## src/rtl/wb_pwm_timer_regs_if.sv

```systemverilog
// rtl/wb_pwm_timer_regs_if.sv - Wishbone classic bus bundle for the PWM/timer register file
interface wb_pwm_timer_regs_if #(
    parameter int DW = 16,
    parameter int AW = 2
);
    logic            i_wb_cyc;
    logic            i_wb_stb;
    logic            i_wb_we;
    logic [AW-1:0]   i_wb_adr;
    logic [DW-1:0]   i_wb_dat;
    logic [DW/8-1:0] i_wb_sel;
    logic [DW-1:0]   o_wb_dat;
    logic            o_wb_ack;

    modport master (
        output i_wb_cyc, i_wb_stb, i_wb_we, i_wb_adr, i_wb_dat, i_wb_sel,
        input  o_wb_dat, o_wb_ack
    );

    modport slave (
        input  i_wb_cyc, i_wb_stb, i_wb_we, i_wb_adr, i_wb_dat, i_wb_sel,
        output o_wb_dat, o_wb_ack
    );
endinterface

```

## src/rtl/wb_pwm_timer_regs.sv

```systemverilog
// rtl/wb_pwm_timer_regs.sv - Wishbone slave holding ctrl/divisor/period/duty registers of the PWM timer
module wb_pwm_timer_regs #(
    parameter int            DW      = 16,
    parameter int            AW      = 2,
    parameter logic [DW-1:0] DIV_RST = 16'd1
) (
    input  logic          i_wb_clk,
    input  logic          i_wb_rst,
    wb_pwm_timer_regs_if.slave wb,
    input  logic          i_irq_flag,
    output logic [7:0]    o_ctrl,
    output logic [DW-1:0] o_divisor,
    output logic [DW-1:0] o_period,
    output logic [DW-1:0] o_dc,
    output logic          o_irq
);
    localparam logic [AW-1:0] ADR_CTRL = AW'(0);
    localparam logic [AW-1:0] ADR_DIV  = AW'(1);
    localparam logic [AW-1:0] ADR_PER  = AW'(2);
    localparam logic [AW-1:0] ADR_DC   = AW'(3);

    typedef enum logic {
        IDLE = 1'b0,
        ACK  = 1'b1
    } state_t;

    state_t        r_state;
    logic          r_ack;
    logic [DW-1:0] r_rd_data;
    logic [7:0]    r_ctrl;
    logic [DW-1:0] r_divisor;
    logic [DW-1:0] r_period;
    logic [DW-1:0] r_dc;
    logic          r_irq_prev;

    logic          w_access;
    logic          w_wr;
    logic          w_irq_rise;
    logic [7:0]    w_ctrl_next;
    logic [DW-1:0] w_div_next;
    logic [DW-1:0] w_per_next;
    logic [DW-1:0] w_dc_next;
    logic [DW-1:0] w_rd_data;

    // Next-state values for every register: byte-lane merge, irq capture, self-clearing reset bit
    always_comb begin
        w_access   = wb.i_wb_cyc & wb.i_wb_stb & (r_state == IDLE);
        w_wr       = w_access & wb.i_wb_we;
        w_irq_rise = i_irq_flag & ~r_irq_prev;

        w_div_next = r_divisor;
        w_per_next = r_period;
        w_dc_next  = r_dc;
        for (int b = 0; b < DW/8; b++) begin
            if (w_wr && wb.i_wb_sel[b]) begin
                if (wb.i_wb_adr == ADR_DIV) w_div_next[b*8 +: 8] = wb.i_wb_dat[b*8 +: 8];
                if (wb.i_wb_adr == ADR_PER) w_per_next[b*8 +: 8] = wb.i_wb_dat[b*8 +: 8];
                if (wb.i_wb_adr == ADR_DC)  w_dc_next[b*8 +: 8]  = wb.i_wb_dat[b*8 +: 8];
            end
        end

        // Counter-reset bit lives for one cycle only; irq flag can only be cleared by software
        w_ctrl_next    = r_ctrl;
        w_ctrl_next[7] = 1'b0;
        if (w_wr && (wb.i_wb_adr == ADR_CTRL) && wb.i_wb_sel[0]) begin
            w_ctrl_next[4:0] = wb.i_wb_dat[4:0];
            w_ctrl_next[5]   = r_ctrl[5] & wb.i_wb_dat[5];
            w_ctrl_next[6]   = wb.i_wb_dat[6];
            w_ctrl_next[7]   = wb.i_wb_dat[7];
        end
        if (w_irq_rise) w_ctrl_next[5] = 1'b1;

        unique case (wb.i_wb_adr)
            ADR_CTRL: w_rd_data = {{(DW-8){1'b0}}, r_ctrl};
            ADR_DIV:  w_rd_data = r_divisor;
            ADR_PER:  w_rd_data = r_period;
            default:  w_rd_data = r_dc;
        endcase
    end

    // Handshake FSM plus all register state, cleared asynchronously
    always_ff @(posedge i_wb_clk or negedge i_wb_rst) begin
        if (!i_wb_rst) begin
            r_state    <= IDLE;
            r_ack      <= 1'b0;
            r_rd_data  <= '0;
            r_ctrl     <= '0;
            r_divisor  <= DIV_RST;
            r_period   <= '0;
            r_dc       <= '0;
            r_irq_prev <= 1'b0;
        end else begin
            r_irq_prev <= i_irq_flag;
            r_ctrl     <= w_ctrl_next;
            r_divisor  <= w_div_next;
            r_period   <= w_per_next;
            r_dc       <= w_dc_next;
            case (r_state)
                IDLE: begin
                    if (w_access) begin
                        r_ack   <= 1'b1;
                        r_state <= ACK;
                        if (!wb.i_wb_we) r_rd_data <= w_rd_data;
                    end
                end
                ACK: begin
                    r_ack   <= 1'b0;
                    r_state <= IDLE;
                end
                default: begin
                    r_ack   <= 1'b0;
                    r_state <= IDLE;
                end
            endcase
        end
    end

    assign wb.o_wb_dat = r_rd_data;
    assign wb.o_wb_ack = r_ack;
    assign o_ctrl      = r_ctrl;
    assign o_divisor   = r_divisor;
    assign o_period    = r_period;
    assign o_dc        = r_dc;
    assign o_irq       = r_ctrl[5] & r_ctrl[6];
endmodule

```

## src/flat_wrapper.sv

```systemverilog
// flat-port wrapper written by rule: the top's interface ports become plain ports
module wb_pwm_timer_regs_flat 
#(
    parameter int            DW      = 16,
    parameter int            AW      = 2,
    parameter logic [DW-1:0] DIV_RST = 16'd1
)
  (i_wb_clk, i_wb_rst, i_irq_flag, o_ctrl, o_divisor, o_period, o_dc, o_irq, wb_i_wb_cyc, wb_i_wb_stb, wb_i_wb_we, wb_i_wb_adr, wb_i_wb_dat, wb_i_wb_sel, wb_o_wb_dat, wb_o_wb_ack);
  wb_pwm_timer_regs_if #(.DW(DW), .AW(AW)) wb_i ();
  input  logic i_wb_clk;
  input  logic i_wb_rst;
  input  logic i_irq_flag;
  output logic [7:0] o_ctrl;
  output logic [DW-1:0] o_divisor;
  output logic [DW-1:0] o_period;
  output logic [DW-1:0] o_dc;
  output logic o_irq;
  input wire logic [$bits(wb_i.i_wb_cyc)-1:0] wb_i_wb_cyc;
  input wire logic [$bits(wb_i.i_wb_stb)-1:0] wb_i_wb_stb;
  input wire logic [$bits(wb_i.i_wb_we)-1:0] wb_i_wb_we;
  input wire logic [$bits(wb_i.i_wb_adr)-1:0] wb_i_wb_adr;
  input wire logic [$bits(wb_i.i_wb_dat)-1:0] wb_i_wb_dat;
  input wire logic [$bits(wb_i.i_wb_sel)-1:0] wb_i_wb_sel;
  output wire logic [$bits(wb_i.o_wb_dat)-1:0] wb_o_wb_dat;
  output wire logic [$bits(wb_i.o_wb_ack)-1:0] wb_o_wb_ack;
  assign wb_i.i_wb_cyc = wb_i_wb_cyc;
  assign wb_i.i_wb_stb = wb_i_wb_stb;
  assign wb_i.i_wb_we = wb_i_wb_we;
  assign wb_i.i_wb_adr = wb_i_wb_adr;
  assign wb_i.i_wb_dat = wb_i_wb_dat;
  assign wb_i.i_wb_sel = wb_i_wb_sel;
  assign wb_o_wb_dat = wb_i.o_wb_dat;
  assign wb_o_wb_ack = wb_i.o_wb_ack;
  wb_pwm_timer_regs #(.DW(DW), .AW(AW), .DIV_RST(DIV_RST)) u_core (.i_wb_clk(i_wb_clk), .i_wb_rst(i_wb_rst), .wb(wb_i), .i_irq_flag(i_irq_flag), .o_ctrl(o_ctrl), .o_divisor(o_divisor), .o_period(o_period), .o_dc(o_dc), .o_irq(o_irq));
endmodule
```

## config.mk

```make
export PLATFORM = sky130hd
export DESIGN_NAME = wb_pwm_timer_regs_flat
export DESIGN_NICKNAME = d
export VERILOG_FILES = /design/src/rtl/wb_pwm_timer_regs_if.sv /design/src/rtl/wb_pwm_timer_regs.sv /design/src/flat_wrapper.sv
export SDC_FILE = /design/constraint.sdc
export NUM_CORES = 1
export LEC_CHECK = 0
export CAP_MARGIN = 10
export CORE_MARGIN = 2
export CORE_UTILIZATION = 42
export DETAILED_ROUTE_END_ITERATION = 8
export PLACE_DENSITY_LB_ADDON = 0.08
export SLEW_MARGIN = 20
export SYNTH_ARGS = -nofsm -noshare
export SYNTH_HDL_FRONTEND = slang
export SYNTH_SLANG_ARGS = --single-unit
```

## constraint.sdc

```tcl
create_clock -name i_wb_clk -period 1.3 [get_ports i_wb_clk]
set_input_delay 0.26 -clock i_wb_clk [delete_from_list [all_inputs] [get_ports i_wb_clk]]
set_output_delay 0.26 -clock i_wb_clk [all_outputs]
set_load 0.03 [all_outputs]
```

==> results.cfg <==
[timing]
fmax_mhz = 696
setup_viol = 64
whs_ps = 259
min_period_over_period_pct = 111
hold_viol_final = 0
fin_crit_ps = 1440
maxSlewHeadroom_pct = 75.7
setup_slack_ps = -137
finalClockSkew_ps = 10.6
slew_violations = 0
rsz0062_at_grt = true
finalSetupTns_ps = -6770
worst_slew_pin_slew_ps = 359

[clock_tree]
cts.sinks = 75
cts_tree = yes
htreeDepth = 3
cts_max_path_buffers = 2
clk_pin_slew_ps = 80
clkLatencyLatePin_ps = 350
clockRootBuffer = clkbuf_8
cts_buffers = 9

[critical_path]
crit_fanout = 8
critPathTopFamily = simple AND/OR/NAND/NOR gates
crit_path_start_kind = flop
required_ps = 1520
cpPeakStageDelay_ps = 410
crit_buf_inv = 1
worst_path_max_delay_cell = dfrtp_1
path_depth = 4
worst-setup-path-type = flop to flop
reg2regPathDepth = 4
arrival_ps = 1660
worst_setup_path_end_kind = flop
worstPathCellList = nand3b_4, nor3_4, buf_12, mux2_2

[die]
io_pins = 100
fp.dieW_um = 92.0
coreArea_um2 = 7610
start_util_pct = 42.8
die_h_um = 92.0
rows = 32
die_area_um2 = 8470

[synth]
syn_nets = 234
ys_ff_latch = 75
syn_area_per_cell_um2 = 15.7
yosysUniqueCellTypes = 27
yosysSeqAreaShare_pct = 57.7
syn_inst = 208
syn_area_um2 = 3260
yosys_warnings = 0

[layout]
num_antenna_cells = 0
fin_area_um2 = 5130
stdcell_count = 460
area_growth_pct = 57.5
post-route-util_pct = 67.4
fin_nets = 379
drive_gt1_share_pct = 75.4

[place]
port-buffer-count = 99
hpwlAfterDp_um = 5680
place_congestion = 0.734
dp.cells = 439
placed_cell_area_um2 = 4740
place_ws_ps = -641

[routing]
drtPass1Iterations = 4
wl_per_cell_um = 17.9
ant_nets = 0
routed_wl_um = 8250
route.met2.wl_um = 4060
drcViolationCount = 0
met3_length_um = 311
initialDrtViolationCount = 60
vias = 2329
highest_layer = met4
wl_met1_um = 3760
vias_per_cell = 5.06

[grt]
grt_max_degree = 43
grt_pass1_vias = 2455
antenna_found_initial = 0
grtUsageTotal_pct = 20.4
grt_pass1_wl_um = 13200
gr-total-overflow = 0

[power_and_ir_drop]
vdd_drop_max_v = 0.000872
cellPowerDensity_nw_per_um2 = 1500
power_mw = 7.69
p_leak_nw = 2.38

[outcome]
violations = negative setup slack
status = finished with violations

[min_path]
hp-class = input port to async pin

[flow_run]
cap_violations = 0
[cells in the final DEF, fill, tap and decap left out, drive strengths merged, types with 5 or more instances in the layout]
cell type and count:
buf 113, a21oi 8, mux4 8, a22oi 8
clkdlybuf4s15 5, dfrtp 74, dlygate4sd2 5, clkdlybuf4s50 18
clkbuf 11, mux2 70, nor2 12
[power by group]
group          total (mW)  switching (mW)  internal [mW]
logic                2.91            1.51           1.40
clock network        1.63           0.878          0.748
registers            3.16           0.348           2.81
[sequential cells by signal, indices dropped and copies added (netlist names)]
signal              flops
u_core.wb.o_wb_ack      1
u_core.o_divisor       16
u_core.r_irq_prev       1
u_core.wb.o_wb_dat     16
u_core.o_ctrl           8
u_core.o_dc            16
u_core.r_state          1
u_core.o_period        16
[Yosys cell counts]
| master | n | area share [%] |
|---|---|---|
| dfrtp_1 | 74 | 57 |
| o41ai_1 | 1 | 0.27 |
| buf_6 | 1 | 0.35 |
| o21ai_0 | 2 | 0.31 |
| a22oi_1 | 8 | 1.8 |
| nor2_2 | 3 | 0.58 |
| inv_1 | 3 | 0.35 |
| nor2_1 | 8 | 0.92 |
| nand3b_1 | 2 | 0.46 |
| nand3_2 | 1 | 0.31 |
| dfstp_2 | 1 | 0.81 |
| mux2_4 | 4 | 1.8 |
| nor2b_1 | 1 | 0.19 |
| mux4_2 | 8 | 5.5 |
| nand3_1 | 1 | 0.15 |
| buf_2 | 4 | 0.61 |
| and4bb_2 | 1 | 0.38 |
| mux2_2 | 65 | 22 |
| and2_1 | 2 | 0.38 |
| mux2_1 | 1 | 0.35 |
| buf_4 | 2 | 0.46 |
| nor3_4 | 3 | 1.5 |
| nand3b_4 | 1 | 0.61 |
| buf_1 | 1 | 0.12 |
| nor2_4 | 1 | 0.35 |
| nand4b_4 | 1 | 0.73 |
| a21oi_1 | 8 | 1.2 |
[layout make-up]
cell class,instances,area (um2)
Clock inverter,5,38.8
Multi-Input combinational cell,122,1600
Sequential cell,75,1920
Timing Repair Buffer,142,1290
Fill cell,563,2480
Clock buffer,11,141
Tap cell,102,128
Inverter,3,11.3
[metal layers]
layer	vias to the layer above	track usage [%]
met2	66	35.1
met5	-	0
met1	1195	25.9
li1	1057	-
met4	0	6.84
met3	11	3.78
[timing repair]
action | CTS | global route
hold endpoints to repair | 74 | 0
buffers inserted | 2 | 2
pin swaps | 5 | 3
hold buffers | 1 | 0
endpoints found under the setup margin | 121 | 97
gates cloned | 0 | 0
gates resized for setup | 196 | 96
[kinds of logic after synthesis]
family,synth area share (%)
AOI/OAI and AO/OA,3.65
buffers and inverters,1.88
and+or+nand+nor,6.57
DFF,57.7
muxes,30.2
[path summary, 6_finish.rpt]
path / to / slack [ps] / startpoint
worst max-delay path: u_core.o_period[8]$_DFFE_PN0P_ / -140 / u_core.r_state$_DFF_PN0_
worst min-delay path: u_core.wb.o_wb_dat[15]$_DFFE_PN0P_ / 260 / i_wb_rst
worst max register to register: u_core.o_period[8]$_DFFE_PN0P_ / -140 / u_core.r_state$_DFF_PN0_
worst min register to register: u_core.o_ctrl[5]$_DFFE_PN0P_ / 420 / u_core.r_irq_prev$_DFF_PN0_
max in group asynchronous: u_core.o_divisor[0]$_DFFE_PN1P_ / 550 / i_wb_rst
min in group i_wb_clk: u_core.r_irq_prev$_DFF_PN0_ / 390 / i_irq_flag
Note: power is estimated with default switching activity, not from simulation.
